--- src/rtl/id_ex_stage.sv ---
// id_ex_stage: ID/EX pipeline register with load-use hazard detection,
// one-cycle bubble insertion and a saturating stall-cycle counter.
module id_ex_stage #(
   parameter int DATA_W = 32,
   parameter int CNT_W  = 16
) (
   input  logic              clk_i,
   input  logic              rst_i,
   input  logic [7:0]        Ctrl_i,
   input  logic              Flush_i,
   input  logic [DATA_W-1:0] RSdata_i,
   input  logic [DATA_W-1:0] RTdata_i,
   input  logic [DATA_W-1:0] Imm_i,
   input  logic [4:0]        RSaddr_i,
   input  logic [4:0]        RTaddr_i,
   input  logic [4:0]        RDaddr_i,
   output logic              ALUSrc_o,
   output logic [1:0]        ALUOp_o,
   output logic              RegDst_o,
   output logic              MemRead_o,
   output logic              MemWrite_o,
   output logic              MemtoReg_o,
   output logic              RegWrite_o,
   output logic [DATA_W-1:0] RSdata_o,
   output logic [DATA_W-1:0] RTdata_o,
   output logic [DATA_W-1:0] Imm_o,
   output logic [4:0]        RSaddr_o,
   output logic [4:0]        RTaddr_o,
   output logic [4:0]        RDaddr_o,
   output logic              Valid_o,
   output logic              Stall_o,
   output logic [CNT_W-1:0]  StallCnt_o
);
   logic [7:0]        ctrl_q, ctrl_d;
   logic              valid_q, valid_d;
   logic [DATA_W-1:0] rs_data_q, rs_data_d, rt_data_q, rt_data_d, imm_q, imm_d;
   logic [4:0]        rs_addr_q, rs_addr_d, rt_addr_q, rt_addr_d, rd_addr_q, rd_addr_d;
   logic [CNT_W-1:0]  cnt_q, cnt_d;
   logic              hz, load;
   always_comb begin
      // A load writing $0 never creates a real dependency.
      hz        = valid_q & ctrl_q[3] & (|rt_addr_q) &
                  ((rt_addr_q == RSaddr_i) | (rt_addr_q == RTaddr_i));
      load      = ~Flush_i & ~hz;
      ctrl_d    = load ? Ctrl_i : 8'd0;
      valid_d   = load;
      rs_data_d = load ? RSdata_i : rs_data_q;
      rt_data_d = load ? RTdata_i : rt_data_q;
      imm_d     = load ? Imm_i    : imm_q;
      rs_addr_d = load ? RSaddr_i : rs_addr_q;
      rt_addr_d = load ? RTaddr_i : rt_addr_q;
      rd_addr_d = load ? RDaddr_i : rd_addr_q;
      cnt_d     = (hz & ~Flush_i & (cnt_q != {CNT_W{1'b1}})) ? cnt_q + CNT_W'(1) : cnt_q;
   end
   always_ff @(posedge clk_i or negedge rst_i) begin
      if (!rst_i) begin
         ctrl_q    <= '0;
         valid_q   <= 1'b0;
         rs_data_q <= '0;
         rt_data_q <= '0;
         imm_q     <= '0;
         rs_addr_q <= '0;
         rt_addr_q <= '0;
         rd_addr_q <= '0;
         cnt_q     <= '0;
      end else begin
         ctrl_q    <= ctrl_d;
         valid_q   <= valid_d;
         rs_data_q <= rs_data_d;
         rt_data_q <= rt_data_d;
         imm_q     <= imm_d;
         rs_addr_q <= rs_addr_d;
         rt_addr_q <= rt_addr_d;
         rd_addr_q <= rd_addr_d;
         cnt_q     <= cnt_d;
      end
   end
   assign ALUSrc_o   = ctrl_q[7];
   assign ALUOp_o    = ctrl_q[6:5];
   assign RegDst_o   = ctrl_q[4];
   assign MemRead_o  = ctrl_q[3];
   assign MemWrite_o = ctrl_q[2];
   assign MemtoReg_o = ctrl_q[1];
   assign RegWrite_o = ctrl_q[0];
   assign RSdata_o   = rs_data_q;
   assign RTdata_o   = rt_data_q;
   assign Imm_o      = imm_q;
   assign RSaddr_o   = rs_addr_q;
   assign RTaddr_o   = rt_addr_q;
   assign RDaddr_o   = rd_addr_q;
   assign Valid_o    = valid_q;
   assign Stall_o    = hz & ~Flush_i;
   assign StallCnt_o = cnt_q;
endmodule

--- config.mk ---
export PLATFORM = sky130hd
export DESIGN_NAME = id_ex_stage
export DESIGN_NICKNAME = d
export VERILOG_FILES = /design/src/rtl/id_ex_stage.sv
export SDC_FILE = /design/constraint.sdc
export NUM_CORES = 1
export LEC_CHECK = 0
export CORE_UTILIZATION = 44
export CTS_CLUSTER_DIAMETER = 40
export DETAILED_ROUTE_END_ITERATION = 10
export PLACE_DENSITY = 0.91
export SYNTH_ARGS = -nofsm -noshare
export SYNTH_HDL_FRONTEND = slang
export SYNTH_SLANG_ARGS = --single-unit
--- constraint.sdc ---
create_clock -name clk_i -period 4.9 [get_ports clk_i]
set_clock_uncertainty 0.1 [all_clocks]
set_input_delay 0.735 -clock clk_i [delete_from_list [all_inputs] [get_ports clk_i]]
set_output_delay 0.735 -clock clk_i [all_outputs]
set_load 0.01 [all_outputs]
Word-level counts from Yosys, hierarchy flattened
Index checks and enable logic that the tools add are counted.
{"block": "op_classes", "muxes": 1, "reduce_logical": 1, "addsub": 1, "bitwise_logic": 9, "eq_ne": 3}
{"op": "16-bit by 1-bit adder with 16-bit output, second input constant", "n": 1}
{"op": "16-bit inequality test, second input constant", "n": 1}
{"op": "5-bit == test", "n": 2}
{"op": "8-bit two-way mux", "n": 1}
{"op": "1-bit bitwise AND", "n": 6}
{"op": "5-bit OR reduction", "n": 1}
{"op": "1-bit inverter", "n": 2}
{"op": "1-bit OR", "n": 1}
{"block": "totals", "regBits": 136, "elab_cells": 24, "out_inout_bits": 137, "in_bits": 122}

Logic depth before layout (Yosys ltp)
{"block": "depth", "word_depth": 6, "mapped_depth": 7}

Worst setup path before layout
OpenSTA, ideal clock, no wires.
{"block": "synth_path", "path_type": "input to output", "startpoint": "in RSaddr_i[2]", "endpoint": "out Stall_o", "cell_stages": 5, "path_slack_ps": 2347, "arrival_ps": 1718, "cell_sequence": "xnor2_1 > nand4_1 > o22ai_1 > clkbuf_1 > and2_1"}
{"block": "synth_between", "elab_chain_cells": 4}
{"element": "start, declared", "line": "14", "source": "input logic [4:0] RSaddr_i,"}
{"element": "5-bit == test", "line": "43", "source": "((rt_addr_q == RSaddr_i) | (rt_addr_q == RTaddr_i));"}
{"element": "1-bit OR", "line": "43"}
{"element": "1-bit bitwise AND", "line": "42", "source": "hz = valid_q & ctrl_q[3] & (|rt_addr_q) &"}
{"element": "1-bit bitwise AND", "line": "92", "source": "assign Stall_o = hz & ~Flush_i;"}
{"element": "end, declared", "line": "31", "source": "output logic Stall_o,"}
No other way between the ends.

Final worst setup path
{"block": "layout_path", "startpoint": "in RSaddr_i[4]", "endpoint": "out Stall_o"}
The elaborated chain is that of the path after synthesis.

==> metrics.md <==
| Metric | Value |
|---|---|
| Outcome | complete, no violations |
| F_max | 0.2833 GHz |
| FF-to-FF End | RTdata_o[10] |
| Clock sink total | 136 |
| Total Power | 3.047 mW |
| Post-route ant nets | 0 |
| RSZ-0062 raised after global routing | false |
| Reg2reg start | RTaddr_o[1] |
| Switch share | 0.2322 |
| Die height | 112.8 um |
| Grt ovf | 0 |
| Pin count of the biggest net entering global routing | 101 |
| Post-synthesis instance total | 354 |
| Net Sw Power | 0.7076 mW |
| Crit-path max cell delay | 540 ps |
| Post-synthesis area per instance | 15.27 um2 |
| Share of layout cells above drive strength 1 | 0.09335 |
| Clock Tree Root | clkbuf_16 |
| Vias in the first global route | 4176 |
| Crit-path max FO | 22 |
| # hold bufs at CTS | 0 |
| Starting Density | 0.4499 |
| Leak | 3.587 nW |
| Syn nets | 477 |
| CTS buffer count | 17 |
| CP max-delay cell | clkdlybuf4s50_1 |
| Most frequent cells after synthesis | dfrtp_1 (136), mux2_1 (86), xnor2_1 (24) |
| Seq cells post-synth | 136 |
| H-tree depth | 4 |
| Total Neg Setup Slack | 0 ps |
| Cell area after synthesis | 5404 um2 |
| Antenna violations before repair | 0 |
| Clk Latency, worst-skew pair | 400 ps |
| WL/cell | 17.45 um |
| GP Congestion | 0.8273 |
| WP data required | 4070 ps |
| CTS tree | done |
| Post-synth EDFFs | 0 |
| Gr usage total | 0.2246 |
| Syn-to-layout area delta | 60.13% |
| Die Wd | 112.8 um |
| Setup Crit Path Kind | in -> out |
| First-pass GRT wire length | 21840 um |
| Max Buffers Root-to-Sink | 2 |
| R2R depth | 6 |
| Seq pwr share | 0.425 |
| Worst-Margin Slew | 904.6 ps |
| # Post-CTS Setup Buffers | 0 |
| IO Pins | 259 |
| DRT iter0 DRCs | 164 |
| Worst slack at placement | 1388 ps |
| Top_reg_cell synth | dfrtp_1 |
| Min cycle time layout | 3529 ps |
| Comb power frac | 0.180 |
| Via Count | 3913 |
| Relative slew slack | 0.3969 |
| Synth area leader | dfrtp_1 |
| Cells along the critical path | clkdlybuf4s50_1, xnor2_1, nand4_1, o22ai_1, buf_4, and2_1, clkdlybuf4s50_1 |
| Setup crit end kind | output pin |
| Type of the worst min-delay path | in -> async |
| Hold Vio Cnt, Final | 0 |
| Worst setup margin | 1371 ps |
| Yosys top cell area share | 0.6298 |
| Pins over their slew limit | 0 |
| Critical Path Start Type | primary input |
| Num rows | 40 |
| Ys Warns | 0 |
| Most numerous cell in the Yosys netlist | dfrtp_1 |
| Peak supply drop | 0.2539 mV |
| Post-CTS sizing | 0 |
| Netlist cell types | 30 |
| Final Cycle Share | 0.7203 |
| Synth area leaders | dfrtp_1 (63%), mux2_1 (18%), mux2_2 (4.4%) |
| Clock power share | 0.395 |
| MaxCap Viol Count | 0 |
| Drt drc | 0 |
| Clock-pin slew on the worst setup and hold paths | 50 ps |
| 1st-pass router iterations | 4 |
| Reg2Reg Setup Slack | 2370 ps |
| Asr flop ratio synth | 1.000 |
| N_diodes | 0 |
| DP Wirelength | 9941 um |
| Power Dens Cells | 352.1 nW/um2 |
| Post-Route WL | 13590 um |
| Sequential area share after synthesis | 0.6298 |
| Core area | 12010 um2 |
| Final Util | 0.7204 |
| Final setup fails | 0 |
| Port buffer count | 258 |
| Via/cell ratio | 5.023 |
| Cell mode on critical path | clkdlybuf4s50_1 |
| Fin nets | 742 |
| P_int | 2.339 mW |
| CP Data Arrival Time | 2690 ps |
| DIE AREA | 12730 um2 |
## power groups by stage
stage | sequential, mW | clock [mW] | combinational [mW]
floorplan | 1.36 | 0 | 0.136
global placement | 1.31 | 0 | 0.540
detailed placement | 1.31 | 0 | 0.554
CTS | 1.30 | 1.23 | 0.558
global route | 1.31 | 1.29 | 0.585
finish | 1.30 | 1.20 | 0.549
## worst max-delay path by stage
stage | from | to | slack [ps]
floorplan | RSaddr_i[2] | Stall_o | 2350
global placement | RSaddr_i[4] | Stall_o | 1380
detailed placement | RSaddr_i[4] | Stall_o | 1390
CTS | RSaddr_i[4] | Stall_o | 1370
global route | RSaddr_i[4] | Stall_o | 1250
finish | RSaddr_i[4] | Stall_o | 1370
## cells by family after synthesis
kind of cell    synth area share
buf+inv                  0.02639
mux                       0.2230
simple gates             0.05627
flops                     0.6298
xor+xnor                 0.04052
fa+ha+maj               0.002315
compound gates           0.02177
## routing by layer
metal  wire [um]  global-route usage  vias up  part of all wire
li1            -                   -     1787                 -
met1        5094              0.2444     1921              0.37
met2        7144              0.4004      176              0.53
met3        1030             0.07124       29             0.076
met4         325              0.1013        0             0.024
met5           0                   0        -                 0
## registers in the layout, indices dropped and copies added, names as in the netlist
signal,cells
Imm_o,32
RDaddr_o,5
RSaddr_o,5
RSdata_o,32
RTaddr_o,5
RTdata_o,32
StallCnt_o,16
Valid_o,1
ctrl_q,8
## placed cells by master (no fill, tap or decap), drive strengths merged, types with 2 or more instances in the layout
| cell | instances |
|---|---|
| clkdlybuf4s50 | 257 |
| nand3 | 8 |
| and2 | 10 |
| mux2 | 107 |
| nand2 | 9 |
| and4 | 3 |
| a21o | 5 |
| clkbuf | 24 |
| and3 | 5 |
| o31a | 5 |
| buf | 5 |
| nor3 | 3 |
| nand4 | 8 |
| xnor2 | 24 |
| a21oi | 2 |
| nor2 | 3 |
| dfrtp | 136 |
| clkinv | 7 |
## critical path, delay by kind of cell
family	cells	cell delay, ps
xor gates and xnor gates	1	130
and+or+nand+nor	2	290
AOI/OAI and AO/OA	1	180
buffers and inverters	3	1350
## metrics by stage
step                area [um2]  cells  hold WS (ps)
floorplan                 5404    354         339.4
global placement          8083    747         365.8
detailed placement        8083    747         373.7
CTS                       8653    779         376.1
global route              8653    779         398.0
finish                    8653    779         335.5
## final cells by class
| cell class | instances | area, um2 |
|---|---|---|
| Fill cell | 806 | 3358 |
| Clock inverter | 8 | 68.82 |
| Tap cell | 147 | 183.9 |
| Inverter | 1 | 3.754 |
| Multi-Input combinational cell | 201 | 1866 |
| Timing Repair Buffer | 262 | 2626 |
| Clock buffer | 24 | 501.7 |
| Sequential cell | 136 | 3403 |
Power figures use the tool's default switching activity.
